### src/rtl/controller_snes_multi_pkg.sv
// Shared types, bit-order constants and timing helper for the SNES/NES pad scanner.
// Imported by the interface, the shift channel and controller_snes_multi.
package controller_pkg;

    typedef enum logic [1:0] {
        LATCH    = 2'd0,
        CLK_HIGH = 2'd1,
        CLK_LOW  = 2'd2,
        WAIT     = 2'd3
    } ctrl_state_e;

    // SNES pad: position in the serial stream == index in buttons
    localparam int unsigned SNES_B      = 0;
    localparam int unsigned SNES_Y      = 1;
    localparam int unsigned SNES_SELECT = 2;
    localparam int unsigned SNES_START  = 3;
    localparam int unsigned SNES_UP     = 4;
    localparam int unsigned SNES_DOWN   = 5;
    localparam int unsigned SNES_LEFT   = 6;
    localparam int unsigned SNES_RIGHT  = 7;
    localparam int unsigned SNES_A      = 8;
    localparam int unsigned SNES_X      = 9;
    localparam int unsigned SNES_L      = 10;
    localparam int unsigned SNES_R      = 11;

    localparam int unsigned NES_A      = 0;
    localparam int unsigned NES_B      = 1;
    localparam int unsigned NES_SELECT = 2;
    localparam int unsigned NES_START  = 3;
    localparam int unsigned NES_UP     = 4;
    localparam int unsigned NES_DOWN   = 5;
    localparam int unsigned NES_LEFT   = 6;
    localparam int unsigned NES_RIGHT  = 7;

    function automatic int unsigned us_to_cycles(
        input int unsigned freq,
        input int unsigned us
    );
        return freq / 1_000_000 * us;
    endfunction

endpackage

### src/rtl/controller_snes_multi_if.sv
// Pad-side and core-side signals of controller_snes_multi.
// scan_req exists only when CONTROLLER_SCAN_TRIGGER_EN is defined.
interface controller_snes_multi_if #(
    parameter int unsigned NPORTS = 2,
    parameter int unsigned NBITS  = 16
);
    logic                     joy_strb;
    logic                     joy_clk;
    logic [NPORTS-1:0]        joy_data;
    logic [NPORTS*NBITS-1:0]  buttons;
    logic                     valid;
    logic                     changed;
`ifdef CONTROLLER_SCAN_TRIGGER_EN
    logic                     scan_req;

    modport master (
        output joy_strb, joy_clk, buttons, valid, changed,
        input  joy_data, scan_req
    );

    modport slave (
        input  joy_strb, joy_clk, buttons, valid, changed,
        output joy_data, scan_req
    );
`else
    modport master (
        output joy_strb, joy_clk, buttons, valid, changed,
        input  joy_data
    );

    modport slave (
        input  joy_strb, joy_clk, buttons, valid, changed,
        output joy_data
    );
`endif
endinterface

### src/rtl/controller_snes_multi_shift_chan.sv
// One pad data line: 2-flop synchroniser and an LSB-first shift register.
// The line is active-low; the register holds 1 for pressed.
module controller_shift_chan #(
    parameter int unsigned NBITS = 16
) (
    input  logic             clk,
    input  logic             reset,
    input  logic             data_in,
    input  logic             shift_en,
    output logic [NBITS-1:0] sr
);

    logic [1:0]       sync_q;
    logic [1:0]       sync_d;
    logic [NBITS-1:0] sr_q;
    logic [NBITS-1:0] sr_d;

    always_comb begin
        sync_d = {sync_q[0], data_in};
        sr_d   = sr_q;
        if (shift_en) begin
            sr_d = {~sync_q[1], sr_q[NBITS-1:1]};
        end
    end

    // Synchroniser resets to the released (pulled-up) level
    always_ff @(posedge clk) begin
        if (reset) begin
            sync_q <= 2'b11;
            sr_q   <= '0;
        end else begin
            sync_q <= sync_d;
            sr_q   <= sr_d;
        end
    end

    assign sr = sr_q;

endmodule

### src/rtl/controller_snes_multi.sv
// Self-scanning serial pad interface: NPORTS pads share one latch and one clock.
// Define CONTROLLER_SCAN_TRIGGER_EN to scan on scan_req instead of free-running.
module controller_snes_multi
    import controller_pkg::*;
#(
    parameter int unsigned FREQ      = 21_500_000,
    parameter int unsigned NPORTS    = 2,
    parameter int unsigned NBITS     = 16,
    parameter int unsigned HALF_US   = 6,
    parameter int unsigned PERIOD_US = 16000
) (
    input  logic                    clk,
    input  logic                    reset,
    controller_snes_multi_if.master bus
);

    localparam int unsigned T_HALF = us_to_cycles(FREQ, HALF_US);
    localparam int unsigned T_SCAN = 2 * T_HALF * (NBITS + 1);
    localparam int unsigned BW     = $clog2(NBITS + 1);

`ifdef CONTROLLER_SCAN_TRIGGER_EN
    localparam int unsigned CW = $clog2(2 * T_HALF);
    localparam ctrl_state_e RESET_STATE = WAIT;
`else
    localparam int unsigned T_PER  = us_to_cycles(FREQ, PERIOD_US);
    localparam int unsigned T_WAIT = T_PER - T_SCAN;
    localparam int unsigned CW     = $clog2(T_PER);
    localparam ctrl_state_e RESET_STATE = LATCH;

    if (T_PER <= T_SCAN) begin : g_bad_period
        $error("scan period shorter than one scan");
    end
`endif

    if (T_HALF < 4) begin : g_bad_half
        $error("T_HALF must be at least 4 cycles");
    end

    if (NPORTS < 1 || NPORTS > 4) begin : g_bad_ports
        $error("NPORTS must be 1..4");
    end

    if (NBITS < 2) begin : g_bad_bits
        $error("NBITS must be at least 2");
    end

    ctrl_state_e             state_q;
    ctrl_state_e             state_d;
    logic [CW-1:0]           cnt_q;
    logic [CW-1:0]           cnt_d;
    logic [BW-1:0]           bit_q;
    logic [BW-1:0]           bit_d;
    logic                    joy_strb_q;
    logic                    joy_strb_d;
    logic                    joy_clk_q;
    logic                    joy_clk_d;
    logic [NPORTS*NBITS-1:0] buttons_q;
    logic [NPORTS*NBITS-1:0] buttons_d;
    logic                    valid_q;
    logic                    valid_d;
    logic                    changed_q;
    logic                    changed_d;
    logic                    shift_en;
    logic [NPORTS*NBITS-1:0] sr_all;

    for (genvar p = 0; p < NPORTS; p++) begin : g_chan
        controller_shift_chan #(
            .NBITS(NBITS)
        ) u_chan (
            .clk     (clk),
            .reset   (reset),
            .data_in (bus.joy_data[p]),
            .shift_en(shift_en),
            .sr      (sr_all[p*NBITS +: NBITS])
        );
    end

    // Pad outputs are registered copies of the state, so the
    // latch and clock edges always land on different cycles.
    always_comb begin
        state_d    = state_q;
        cnt_d      = cnt_q + 1'b1;
        bit_d      = bit_q;
        joy_strb_d = 1'b0;
        joy_clk_d  = 1'b1;
        shift_en   = 1'b0;
        buttons_d  = buttons_q;
        valid_d    = 1'b0;
        changed_d  = 1'b0;

        unique case (state_q)
            LATCH: begin
                joy_strb_d = 1'b1;
                if (cnt_q == CW'(2 * T_HALF - 1)) begin
                    state_d = CLK_HIGH;
                    cnt_d   = '0;
                    bit_d   = '0;
                end
            end

            CLK_HIGH: begin
                if (cnt_q == CW'(T_HALF - 1)) begin
                    joy_clk_d = 1'b0;
                    shift_en  = 1'b1;
                    state_d   = CLK_LOW;
                    cnt_d     = '0;
                end
            end

            CLK_LOW: begin
                joy_clk_d = 1'b0;
                if (cnt_q == CW'(T_HALF - 1)) begin
                    joy_clk_d = 1'b1;
                    cnt_d     = '0;
                    bit_d     = bit_q + 1'b1;
                    if (bit_q == BW'(NBITS - 1)) begin
                        buttons_d = sr_all;
                        valid_d   = 1'b1;
                        changed_d = (sr_all != buttons_q);
                        state_d   = WAIT;
                    end else begin
                        state_d = CLK_HIGH;
                    end
                end
            end

            WAIT: begin
`ifdef CONTROLLER_SCAN_TRIGGER_EN
                cnt_d = '0;
                if (bus.scan_req) begin
                    state_d = LATCH;
                end
`else
                if (cnt_q == CW'(T_WAIT - 1)) begin
                    state_d = LATCH;
                    cnt_d   = '0;
                end
`endif
            end

            default: begin
                state_d = RESET_STATE;
                cnt_d   = '0;
            end
        endcase
    end

    always_ff @(posedge clk) begin
        if (reset) begin
            state_q    <= RESET_STATE;
            cnt_q      <= '0;
            bit_q      <= '0;
            joy_strb_q <= 1'b0;
            joy_clk_q  <= 1'b1;
            buttons_q  <= '0;
            valid_q    <= 1'b0;
            changed_q  <= 1'b0;
        end else begin
            state_q    <= state_d;
            cnt_q      <= cnt_d;
            bit_q      <= bit_d;
            joy_strb_q <= joy_strb_d;
            joy_clk_q  <= joy_clk_d;
            buttons_q  <= buttons_d;
            valid_q    <= valid_d;
            changed_q  <= changed_d;
        end
    end

    assign bus.joy_strb = joy_strb_q;
    assign bus.joy_clk  = joy_clk_q;
    assign bus.buttons  = buttons_q;
    assign bus.valid    = valid_q;
    assign bus.changed  = changed_q;

endmodule

### src/flat_wrapper.sv
// flat-port wrapper written by rule: the top's interface ports become plain ports
module controller_snes_multi_flat import controller_pkg::*;
#(
    parameter int unsigned FREQ      = 21_500_000,
    parameter int unsigned NPORTS    = 2,
    parameter int unsigned NBITS     = 16,
    parameter int unsigned HALF_US   = 6,
    parameter int unsigned PERIOD_US = 16000
)
  (clk, reset, bus_joy_strb, bus_joy_clk, bus_buttons, bus_valid, bus_changed, bus_joy_data);
  controller_snes_multi_if #(.NPORTS(NPORTS), .NBITS(NBITS)) bus_i ();
  input  logic clk;
  input  logic reset;
  output wire logic [$bits(bus_i.joy_strb)-1:0] bus_joy_strb;
  output wire logic [$bits(bus_i.joy_clk)-1:0] bus_joy_clk;
  output wire logic [$bits(bus_i.buttons)-1:0] bus_buttons;
  output wire logic [$bits(bus_i.valid)-1:0] bus_valid;
  output wire logic [$bits(bus_i.changed)-1:0] bus_changed;
  input wire logic [$bits(bus_i.joy_data)-1:0] bus_joy_data;
  assign bus_joy_strb = bus_i.joy_strb;
  assign bus_joy_clk = bus_i.joy_clk;
  assign bus_buttons = bus_i.buttons;
  assign bus_valid = bus_i.valid;
  assign bus_changed = bus_i.changed;
  assign bus_i.joy_data = bus_joy_data;
  controller_snes_multi #(.FREQ(FREQ), .NPORTS(NPORTS), .NBITS(NBITS), .HALF_US(HALF_US), .PERIOD_US(PERIOD_US)) u_core (.clk(clk), .reset(reset), .bus(bus_i));
endmodule
### config.mk
export PLATFORM = sky130hd
export DESIGN_NAME = controller_snes_multi_flat
export DESIGN_NICKNAME = d
export VERILOG_FILES = /design/src/rtl/controller_snes_multi_pkg.sv /design/src/rtl/controller_snes_multi_if.sv /design/src/rtl/controller_snes_multi_shift_chan.sv /design/src/rtl/controller_snes_multi.sv /design/src/flat_wrapper.sv
export SDC_FILE = /design/constraint.sdc
export NUM_CORES = 1
export LEC_CHECK = 0
export CAP_MARGIN = 20
export CELL_PAD_IN_SITES_DETAIL_PLACEMENT = 1
export CELL_PAD_IN_SITES_GLOBAL_PLACEMENT = 1
export CORE_MARGIN = 8
export CORE_UTILIZATION = 39
export DETAILED_ROUTE_END_ITERATION = 8
export PLACE_DENSITY_LB_ADDON = 0.1
export SLEW_MARGIN = 20
export SYNTH_ARGS = -nofsm -noshare
export SYNTH_HDL_FRONTEND = slang
export SYNTH_SLANG_ARGS = --single-unit
export TNS_END_PERCENT = 50
### constraint.sdc
create_clock -name clk -period 2 [get_ports clk]
set_input_delay 0.6 -clock clk [delete_from_list [all_inputs] [get_ports clk]]
set_output_delay 0.6 -clock clk [all_outputs]
set_load 0.02 [all_outputs]
==> Implementation_results.wiki <==
{| class="wikitable"
! Metric !! Value
|-
| Static power due to leakage || 1.932 nW
|-
| Area growth from synthesis to layout || 20.31%
|-
| Insertion delay to the later sink of the worst-skew pair || 0.37 ns
|-
| Min-Delay Path Depth || 1
|-
| Path type of the worst setup path || register to output pin
|-
| Filler cell count in the final layout || 1,278
|-
| Final Wtd Congestion || 0.8165
|-
| Port Buf Inserts || 39
|-
| Power per cell area || 668.0 nW/µm²
|-
| Family with the most delay on the worst path || buffers and inverters
|-
| Result of the run || finished clean
|-
| Met3 WL || 276 µm
|-
| Number of enable flip-flop cells after synthesis || 0
|-
| Number of global-route vias before repair || 3,683
|-
| Final setup violation count || 0
|-
| Number of max-cap violations || 0
|-
| Share of synthesized flip-flops with an asynchronous set or reset || 0
|-
| HPWL after DPL || 7582 µm
|-
| CTS tree || built
|-
| DRC Markers || 0
|-
| Top_reg_cell synth || sky130_fd_sc_hd__dfxtp_1
|-
| First-pass detailed-route iteration total || 4
|-
| Setup TNS Final || 0 ns
|-
| Clk sink count || 98
|-
| Clock root buffer master || sky130_fd_sc_hd__clkbuf_8
|-
| Hold Crit Endpoint || u_core.g_chan[0].u_chan.sync_q[1]$_SDFF_PP1_
|-
| Transition time at the pin with the least slew margin || 0.5330 ns
|-
| Final setup skew || 0.008970 ns
|-
| Buffers & Inverters on Critical Path || 1
|-
| Register area share after synthesis || 0.4549
|-
| Hold_sp || u_core.g_chan[0].u_chan.sync_q[0]$_SDFF_PP1_
|-
| Share of Yosys cell area claimed by the top area cell type || 0.4549
|-
| Number of max-slew violations in the final report || 0
|-
| Fmax || 0.5107 GHz
|-
| Count of antenna diodes in the layout || 0
|-
| Floorplan die width || 121.2 µm
|-
| Yosys warnings || 0
|-
| Kind of launch point of the worst setup path || register
|-
| Initial antenna violation count || 0
|-
| Average cell area after synthesis || 8.574 µm²
|-
| Via count of the routed design || 3,571
|-
| Htree depth || 3
|-
| Time the final worst path needs with I/O delays and setup || 1.958 ns
|-
| Overall power of the completed layout || 3.466 mW
|-
| Highest routed layer || met4
|-
| Detailed router's first-iteration violation count || 179
|-
| Cell Rows || 38
|-
| Library cells used by synthesis || 41
|-
| Capture point of the worst reg-to-reg path || u_core.cnt_q[2]$_SDFF_PP0_
|-
| Cts bufs inserted || 9
|-
| Depth of the most critical reg-to-reg path || 6
|-
| Placeable core region || 10,840 µm²
|-
| Global-route wire length before repair || 18,530 µm
|-
| Mapped Nets || 515
|-
| Mapped cell area || 4313 µm²
|-
| Max transition margin || 0.6447
|-
| Most area-hungry cell type in the Yosys netlist || sky130_fd_sc_hd__dfxtp_1
|-
| Detailed Route WL || 11,500 µm
|-
| Area of the multi-input gates || 2193 µm²
|-
| Gr ovfl total || 0
|-
| Arrival time reported for the critical path endpoint || 1.36 ns
|-
| Maximum fanout count along the critical path || 3
|-
| Die Area || 14,680 µm²
|-
| Critical path's largest stage delay || 0.62 ns
|-
| Final instance area || 5189 µm²
|-
| Met1 wire length || 5272 µm
|-
| Peak ir drop on the vdd network || 349.2 µV
|-
| Residual antenna-violating net count after detailed routing || 0
|-
| Worst hold-check path type || register to register
|-
| Number of hold buffers added after cts || 0
|-
| Clock transition at the registers of the reported paths || 0.09 ns
|-
| Hold Vio Cnt, Final || 0
|-
| End-of-flow core utilization || 0.4786
|-
| Ratio of final minimum period to clock period || 0.9791
|-
| FF+latch count, synth || 98
|-
| Launching point of the worst reg2reg path || u_core.cnt_q[0]$_SDFF_PP0_
|-
| Leading cell type by number of instances after synthesis || sky130_fd_sc_hd__nand2_1
|-
| Register cell area after layout || 1964 µm²
|-
| Number of nets at the end of the flow || 558
|-
| Starting Density || 0.3979
|-
| Critical path data required time || 1.40 ns
|-
| Height of the die || 121.2 µm
|-
| Setup slack, reg-to-reg || 0.11 ns
|-
| Cell Chain, Critical Path || clkdlybuf4s50_1
|-
| Largest net degree at the start of global routing || 49
|-
| Cell with the largest stage delay on the worst path || sky130_fd_sc_hd__clkdlybuf4s50_1
|-
| Total I/O pin count || 40
|-
| Ratio of cells with drive above 1 in the final layout || 0.1252
|-
| Post-detailed-placement cell area || 4908 µm²
|-
| Worst hold slack across all endpoints || 0.4156 ns
|-
| Total Routing Usage GR || 0.1573
|-
| Crit. End Element || output pin
|-
| Maximum root-to-sink buffer count || 2
|-
| Top cells by count, synth || sky130_fd_sc_hd__nand2_1, sky130_fd_sc_hd__dfxtp_1, sky130_fd_sc_hd__a21oi_1
|-
| Biggest area contributors in the synthesized netlist || sky130_fd_sc_hd__dfxtp_1, sky130_fd_sc_hd__nand2_1, sky130_fd_sc_hd__xnor2_1, sky130_fd_sc_hd__a21oi_1, sky130_fd_sc_hd__a211oi_2
|-
| Drt via density || 5.168
|-
| Post-Synthesis Cells || 503
|-
| Metal2 WL || 5652 µm
|-
| Routed WL per cell || 16.65 µm
|}
registers in the layout, indices dropped and copies added, names as in the netlist:
name and flops:
u_core.bit_q 5, u_core.bus.buttons 32, u_core.bus.changed 1, u_core.bus.joy_clk 1, u_core.bus.joy_strb 1, u_core.bus.valid 1, u_core.cnt_q 19, u_core.g_chan.u_chan.sr 32
u_core.g_chan.u_chan.sync_q 4, u_core.state_q 2
repair_timing:
| action | CTS | global route |
|---|---|---|
| cloned | 0 | 2 |
| setup buffers | 2 | 3 |
| setup endpoints to repair | 40 | 69 |
| pin swaps | 1 | 3 |
| resized for setup | 20 | 18 |
cells in the final DEF, fill, tap and decap left out, types with 6 or more instances in the layout:
cell	instances
sky130_fd_sc_hd__a211oi_2	10
sky130_fd_sc_hd__nand4_1	13
sky130_fd_sc_hd__buf_4	19
sky130_fd_sc_hd__a211oi_1	10
sky130_fd_sc_hd__o21ai_0	6
sky130_fd_sc_hd__a21oi_1	66
sky130_fd_sc_hd__nor2_1	11
sky130_fd_sc_hd__dfxtp_1	96
sky130_fd_sc_hd__xnor2_1	44
sky130_fd_sc_hd__nand2_1	138
sky130_fd_sc_hd__dlymetal6s2s_1	12
sky130_fd_sc_hd__clkbuf_8	10
sky130_fd_sc_hd__clkdlybuf4s50_1	7
sky130_fd_sc_hd__dlygate4sd2_1	19
sky130_fd_sc_hd__nand3_1	11
sky130_fd_sc_hd__ha_1	7
kinds of logic after synthesis:
| group | synth area share |
|---|---|
| xor+xnor | 0.09951 |
| buf+inv | 0.04497 |
| simple gates | 0.2216 |
| fa+ha+maj | 0.02321 |
| compound gates | 0.1558 |
| flops | 0.4549 |
cell type report:
| type | instances | share of cell area |
|---|---|---|
| multi-input combinational | 368 | 0.4227 |
| clock buffer | 12 | 0.02797 |
| tap | 140 | 0.03376 |
| timing repair buffer | 64 | 0.1283 |
| clock inverter | 4 | 0.005064 |
| inverter | 5 | 0.003617 |
| sequential | 98 | 0.3786 |
how the worst max path moves through the flow:
| stage | startpoint | to | slack, ns | depth (start not counted) |
|---|---|---|---|---|
| after floorplan | u_core.cnt_q[0]$_SDFF_PP0_ | u_core.cnt_q[10]$_SDFF_PP0_ | 0.04 | 7 |
| after global placement | u_core.cnt_q[8]$_SDFF_PP0_ | u_core.cnt_q[18]$_SDFF_PP0_ | 0.01 | 5 |
| after detailed placement | u_core.cnt_q[8]$_SDFF_PP0_ | u_core.cnt_q[2]$_SDFF_PP0_ | -0.05 | 6 |
| after CTS | u_core.bus.buttons[27]$_SDFFE_PP0P_ | bus_buttons[27] | 0.0009 | 1 |
| after global routing | u_core.cnt_q[0]$_SDFF_PP0_ | u_core.bus.buttons[7]$_SDFFE_PP0P_ | -0.03 | 8 |
| final | u_core.bus.buttons[26]$_SDFFE_PP0P_ | bus_buttons[26] | 0.04 | 1 |
layer usage:
metal,up-vias,track usage
met2,45,0.2674
met3,17,0.02280
met5,-,0
met1,1723,0.1885
met4,0,0.08327
li1,1786,-
worst register-to-register path, stage by stage, from the launching register on:
cell and delay, ns:
sky130_fd_sc_hd__dfxtp_1 0.40, sky130_fd_sc_hd__ha_1 0.18, sky130_fd_sc_hd__or4b_4 0.47, sky130_fd_sc_hd__o41ai_4 0.23, sky130_fd_sc_hd__a21o_1 0.19, sky130_fd_sc_hd__buf_12 0.17
sky130_fd_sc_hd__a211oi_1 0.10
power breakdown:
part	internal (mW)	total, mW	leakage [nW]	switching [mW]
Combinational	0.104	0.274	1.05	0.170
Sequential	1.98	2.01	0.792	0.0315
Clock	0.488	1.18	0.0868	0.688
per-stage QoR:
| step | cells | setup WS (ns) |
|---|---|---|
| 2_1_floorplan | 503 | 0.04020 |
| 3_3_place_gp | 668 | 0.01052 |
| 3_5_place_dp | 668 | -0.05190 |
| 4_1_cts | 686 | 0.0009339 |
| 5_1_grt | 691 | -0.03383 |
| 6_report | 691 | 0.04172 |
Note: power is estimated with default switching activity, not from simulation.
